`src/rtl/wb_arbiter.sv`:
```
// ---------------------------------------------------------------------------
// wb_arbiter
//
// Purpose:
//   Drives the register file's single write port. Two result streams share it:
//     - the in-order pipeline write-back, which always wins;
//     - a long-latency unit (divider / multi-cycle load), handshaked with
//       lu_valid/lu_ready and buffered in a small in-order FIFO.
//   Buffered results drain in order on cycles where the pipeline does not
//   write. A pipeline write to register A supersedes every older long-unit
//   result to A: buffered entries become dead and are later popped silently.
//
// Ports:
//   clk                    clock, rising edge
//   rst                    asynchronous reset, active low
//   pipe_we/waddr/wdata    pipeline write-back request
//   lu_valid/ready         long-unit handshake
//   lu_waddr/wdata         long-unit result
//   we/waddr/wdata         registered register-file write port
//   pend_cnt               number of live (not superseded) buffered results
//   stallreq               buffer full, pipeline must stall
//
// Optional feature (macro WB_PEND_FWD_EN):
//   fwd_raddr/fwd_hit/fwd_data: combinational lookup of the youngest live
//   buffered result, or the outgoing registered write, for decode forwarding.
// ---------------------------------------------------------------------------
module wb_arbiter #(
  parameter int DATA_W = 32,
  parameter int ADDR_W = 5,
  parameter int DEPTH  = 4
) (
  input  logic                       clk,
  input  logic                       rst,
  input  logic                       pipe_we,
  input  logic [ADDR_W-1:0]          pipe_waddr,
  input  logic [DATA_W-1:0]          pipe_wdata,
  input  logic                       lu_valid,
  output logic                       lu_ready,
  input  logic [ADDR_W-1:0]          lu_waddr,
  input  logic [DATA_W-1:0]          lu_wdata,
  output logic                       we,
  output logic [ADDR_W-1:0]          waddr,
  output logic [DATA_W-1:0]          wdata,
  output logic [$clog2(DEPTH):0]     pend_cnt,
`ifdef WB_PEND_FWD_EN
  input  logic [ADDR_W-1:0]          fwd_raddr,
  output logic                       fwd_hit,
  output logic [DATA_W-1:0]          fwd_data,
`endif
  output logic                       stallreq
);

  localparam int PTR_W = $clog2(DEPTH);
  localparam int CNT_W = PTR_W + 1;
  localparam logic [CNT_W-1:0] DEPTH_C = CNT_W'(DEPTH);

  logic [ADDR_W-1:0] mem_addr [DEPTH];
  logic [DATA_W-1:0] mem_data [DEPTH];
  logic [DEPTH-1:0]  mem_live;
  logic [PTR_W-1:0]  rd_ptr;
  logic [PTR_W-1:0]  wr_ptr;
  // Occupancy including dead entries; this is what gates new pushes.
  logic [CNT_W-1:0]  count;

  logic              pipe_vld;
  logic              lu_acc;
  logic              lu_nz;
  logic              lu_kill;
  logic              fifo_empty;
  logic              issue_we;
  logic [ADDR_W-1:0] issue_addr;
  logic [DATA_W-1:0] issue_data;
  logic              pop;
  logic              bypass;
  logic              push;
  logic [CNT_W-1:0]  live_cnt;

  assign pipe_vld   = pipe_we && (pipe_waddr != '0);
  assign lu_ready   = (count < DEPTH_C);
  assign stallreq   = (count == DEPTH_C);
  assign lu_acc     = lu_valid && lu_ready;
  assign lu_nz      = lu_acc && (lu_waddr != '0);
  // A same-cycle pipeline write to the same register is younger, so the
  // long-unit result is dropped instead of being buffered.
  assign lu_kill    = pipe_vld && (lu_waddr == pipe_waddr);
  assign fifo_empty = (count == '0);

  // Issue selection: pipeline first, then the FIFO head (live or dead),
  // then a direct bypass of a fresh long-unit result when the FIFO is empty.
  always_comb begin
    issue_we   = 1'b0;
    issue_addr = pipe_waddr;
    issue_data = pipe_wdata;
    pop        = 1'b0;
    bypass     = 1'b0;
    if (pipe_vld) begin
      issue_we = 1'b1;
    end else if (!fifo_empty) begin
      pop        = 1'b1;
      issue_we   = mem_live[rd_ptr];
      issue_addr = mem_addr[rd_ptr];
      issue_data = mem_data[rd_ptr];
    end else if (lu_nz) begin
      bypass     = 1'b1;
      issue_we   = 1'b1;
      issue_addr = lu_waddr;
      issue_data = lu_wdata;
    end
  end

  assign push = lu_nz && !lu_kill && !bypass;

  // Live-entry count. Live bits are only ever set on occupied slots.
  always_comb begin
    live_cnt = '0;
    for (int i = 0; i < DEPTH; i++) begin
      live_cnt = live_cnt + CNT_W'(mem_live[i]);
    end
  end

  assign pend_cnt = live_cnt;

  // Registered write port; address and data hold when nothing issues.
  always_ff @(posedge clk or negedge rst) begin
    if (!rst) begin
      we    <= 1'b0;
      waddr <= '0;
      wdata <= '0;
    end else begin
      we <= issue_we;
      if (issue_we) begin
        waddr <= issue_addr;
        wdata <= issue_data;
      end
    end
  end

  // FIFO storage. Supersede marking runs first; the pop clear and push set
  // cannot hit the same slot because a push needs a free slot.
  always_ff @(posedge clk or negedge rst) begin
    if (!rst) begin
      mem_live <= '0;
      for (int i = 0; i < DEPTH; i++) begin
        mem_addr[i] <= '0;
        mem_data[i] <= '0;
      end
    end else begin
      if (pipe_vld) begin
        for (int i = 0; i < DEPTH; i++) begin
          if (mem_addr[i] == pipe_waddr) begin
            mem_live[i] <= 1'b0;
          end
        end
      end
      if (pop) begin
        mem_live[rd_ptr] <= 1'b0;
      end
      if (push) begin
        mem_live[wr_ptr] <= 1'b1;
        mem_addr[wr_ptr] <= lu_waddr;
        mem_data[wr_ptr] <= lu_wdata;
      end
    end
  end

  // Pointers wrap naturally modulo DEPTH (power of two).
  always_ff @(posedge clk or negedge rst) begin
    if (!rst) begin
      rd_ptr <= '0;
      wr_ptr <= '0;
      count  <= '0;
    end else begin
      if (pop) begin
        rd_ptr <= rd_ptr + PTR_W'(1);
      end
      if (push) begin
        wr_ptr <= wr_ptr + PTR_W'(1);
      end
      case ({push, pop})
        2'b10:   count <= count + CNT_W'(1);
        2'b01:   count <= count - CNT_W'(1);
        default: count <= count;
      endcase
    end
  end

`ifdef WB_PEND_FWD_EN
  logic [PTR_W-1:0] fwd_idx;

  // Youngest match wins: the outgoing write is older than anything still
  // live in the FIFO, and the FIFO is scanned oldest to youngest.
  always_comb begin
    fwd_hit  = 1'b0;
    fwd_data = '0;
    fwd_idx  = rd_ptr;
    if (fwd_raddr != '0) begin
      if (we && (waddr == fwd_raddr)) begin
        fwd_hit  = 1'b1;
        fwd_data = wdata;
      end
      for (int k = 0; k < DEPTH; k++) begin
        fwd_idx = rd_ptr + PTR_W'(k);
        if ((CNT_W'(k) < count) && mem_live[fwd_idx] &&
            (mem_addr[fwd_idx] == fwd_raddr)) begin
          fwd_hit  = 1'b1;
          fwd_data = mem_data[fwd_idx];
        end
      end
    end
  end
`endif

endmodule

```
`config.mk`:
```
export PLATFORM = sky130hd
export DESIGN_NAME = wb_arbiter
export DESIGN_NICKNAME = d
export VERILOG_FILES = /design/src/rtl/wb_arbiter.sv
export SDC_FILE = /design/constraint.sdc
export NUM_CORES = 1
export LEC_CHECK = 0
export CAP_MARGIN = 20
export CORE_MARGIN = 2
export CORE_UTILIZATION = 60
export CTS_CLUSTER_SIZE = 8
export DETAILED_ROUTE_END_ITERATION = 12
export PLACE_DENSITY = 0.85
export SLEW_MARGIN = 20
export SYNTH_ARGS = -nofsm -noshare
export SYNTH_HDL_FRONTEND = slang
export SYNTH_SLANG_ARGS = --single-unit
```
`constraint.sdc`:
```
create_clock -name clk -period 4.8 [get_ports clk]
set_input_delay 1.2 -clock clk [delete_from_list [all_inputs] [get_ports clk]]
set_output_delay 1.2 -clock clk [all_outputs]
set_load 0.1 [all_outputs]
```
==> reports/qor.yml <==
clocking:
  hold_buffers: 0
  cts-buffers-inserted: 17
  h-tree-depth: 4
  path_clk_slew_ns: 0.07
  clock-sinks: 197
  worstSkewPairLatency_ns: 0.44
  cts_tree: "yes"
  cts_resized: 0
  root_buffer: "clkbuf_16"
  max-clock-path-buffers: 2
  post_cts.repair.setup_buffers: 0
yosys:
  synth-main-ff-cell: "dfrtp_1"
  ys_warn_count: 0
  syn_inst: 738
  ys_seq_elements: 197
  synth_fp_nets: 829
  avgSynthCellArea_um2: 13.7
  synth-seq-area-share_pct: 48.8
  ys_types: 39
  async_flop_share_pct: 100
  synth_edf_count: 0
  synth.cell_area_mm2: 0.0101
floorplan:
  io-pin-count: 121
  start_util_pct: 61.2
  num_rows: 47
  die_x_um: 134
  core_area_mm2: 0.0165
  die_area_mm2: 0.0179
  die_h_um: 134
global_routing:
  first_global_vias: 7389
  grt_overflow: 0
  grt_usage_pct: 29.1
  antenna_found_initial: 1
  grt_max_degree: 141
  grt_pass1_wl_mm: 40.2
detailed_routing:
  drt_iter0_drc: 398
  wl_per_cell_um: 23.3
  totalWireLength_mm: 24.9
  ant_nets: 0
  vias: 6683
  vias_per_cell: 6.26
  drt_pass1_iterations: 6
  drc: 0
timing:
  setup_violations: 0
  relSlewSlack_pct: 23.8
  fin_crit_ns: 4.08
  max_freq_mhz: 245
  drv_slew: 0
  fin_crit_sh_pct: 85.0
  finClkSkew_ns: 0.0109
  rsz0062_at_grt: "false"
  tightest_slew_ns: 1.14
  hold_viol_final: 0
  fin_tns_setup_ns: 0
placed_design:
  gp_congestion: 0.837
  io_buffers: 120
  dp_cells: 1035
  hpwl_mm: 15.6
setup_path:
  worstPathArrival_ns: 2.88
  reg2reg_setup_slack_ns: 2.04
  criticalPathCategory: "flop to output port"
  cp-start-kind: "flop"
  worstPathMaxFanout: 2
  reg2reg_from: "rd_ptr[1]"
  rr_endpoint: "wdata[1]"
  worstSetupEndpoint: "pend_cnt[2]"
  worst_r2r_path_depth: 6
  timing.critical_path.to_type: "output port"
  crit_required_ns: 3.60
  critPathLaunch: "mem_live[0]"
final_layout:
  drive_above_1_share_pct: 33.3
  nNetsFinal: 926
  register_area_mm2: 0.00493
  finalNonFillerCells: 1067
  multi_input_area_mm2: 0.00479
  antenna_cells: 0
  syn_to_final_growth_pct: 19.4
  fillers: 1016
power_and_ir_drop:
  leakagePower_nw: 5.23
  power.density_mw_per_mm2: 800
  irDropWorstVdd_mv: 0.480
outcome:
  outcome: "finished, final reports clean"
hold_path:
  min_path_type: "flop to flop"
run:
  cap_violations: 0
==> kinds of logic after synthesis <==
logic type	count (synthesis)	share of synthesized area, %
buf+inv	75	4.00
flops	197	48.8
simple gates	74	3.55
xor+xnor	30	2.60
compound gates	129	7.76
fa+ha+maj	13	1.76
mux	220	31.6
==> cell type report <==
| type | count | share of cell area [%] |
|---|---|---|
| clock inverters | 10 | 1.41 |
| inverters | 14 | 0.435 |
| flip-flops and latches | 197 | 40.9 |
| repair buffers | 139 | 11.6 |
| well taps | 220 | 2.28 |
| multi-input cells | 466 | 39.7 |
| clock buffers | 21 | 3.73 |
==> synth_stat cells, drive strengths merged (2+ instances only) <==
| library cell | count | share of area (%) |
|---|---|---|
| buf | 41 | 2.7 |
| dfrtp | 197 | 49 |
| o22ai | 32 | 2.0 |
| a31oi | 33 | 2.0 |
| o211ai | 2 | 0.15 |
| nand2 | 43 | 1.6 |
| nor4 | 6 | 0.37 |
| a22o | 2 | 0.17 |
| a211oi | 2 | 0.15 |
| a21oi | 39 | 2.0 |
| a311oi | 2 | 0.17 |
| a21o | 4 | 0.30 |
| inv | 14 | 0.52 |
| o21ai | 11 | 0.58 |
| nor2 | 9 | 0.33 |
| xnor2 | 18 | 1.6 |
| xor2 | 12 | 1.0 |
| mux2 | 181 | 23 |
| fa | 2 | 0.40 |
| nor3 | 3 | 0.15 |
| ha | 11 | 1.4 |
| mux4 | 38 | 8.5 |
| nand3 | 8 | 0.59 |
| clkbuf | 20 | 0.74 |
==> how the worst min path moves through the flow <==
stage | from | endpoint | cells after the start
final | mem_data[36] | mem_data[36] | 1
after global routing | mem_data[19] | mem_data[19] | 1
after CTS | mem_data[36] | mem_data[36] | 1
after detailed placement | mem_data[36] | mem_data[36] | 1
after global placement | mem_data[43] | mem_data[43] | 1
after floorplan | mem_data[32] | mem_data[32] | 1
==> power breakdown <==
group	internal (mW)	switching (mW)	leakage, nW
combinational	2.14	2.81	2.57
clock	0.892	0.632	0.300
sequential	2.51	0.666	2.36
total	5.54	4.11	5.23
==> per-layer routing <==
layer / vias up / track usage [%] / wire length (µm) / share of wire, %
met2: 272 / 48.3 / 12600 / 51
met3: 57 / 5.48 / 1320 / 5.3
met5: - / 0 / 11 / 0.044
met1: 3440 / 38.7 / 10300 / 41
met4: 2 / 10.8 / 640 / 2.6
li1: 2912 / - / - / -
==> cells in the final DEF (no fill, tap or decap), drive strengths merged, types with 2 or more instances in the layout <==
cell | synthesis | layout
a211oi | 2 | 2
a21o | 4 | 4
a21oi | 39 | 39
a22o | 2 | 2
a311oi | 2 | 2
a31oi | 33 | 33
buf | 41 | 22
bufinv | 0 | 4
clkbuf | 20 | 21
clkdlybuf4s50 | 0 | 117
clkinv | 0 | 2
dfrtp | 197 | 197
fa | 2 | 2
ha | 11 | 11
inv | 14 | 17
mux2 | 181 | 181
mux4 | 38 | 38
nand2 | 43 | 43
nand3 | 8 | 8
nor2 | 9 | 9
nor3 | 3 | 3
nor4 | 6 | 6
o211ai | 2 | 2
o21ai | 11 | 11
o22ai | 32 | 32
xnor2 | 18 | 18
xor2 | 12 | 12
==> worst max-delay path, cell delays in order, from the launching register on <==
cell and delay [ns]:
dfrtp_1 0.38, inv_1 0.09, fa_1 0.46, inv_1 0.06, ha_1 0.17, ha_1 0.16
clkdlybuf4s50_1 1.13
==> sequential cells by signal, indices dropped and copies added, names as in the netlist <==
signal and count:
mem_data 128, wdata 32, we 1, count 3, waddr 5, mem_live 4
rd_ptr 2, mem_addr 20, wr_ptr 2
==> per-stage QoR <==
step	util (%)	area, µm²	power, mW	hold WS [ns]	worst slack, ns
after global routing	73.0	12100	10.1	0.518	0.633
after CTS	72.9	12000	9.66	0.504	0.715
after floorplan	-	10100	6.94	0.474	0.649
after detailed placement	69.1	11400	8.11	0.488	0.373
after global placement	69.1	11400	7.90	0.482	0.534
final	73.0	12100	9.65	0.504	0.720
(Power assumes the default switching activity.)
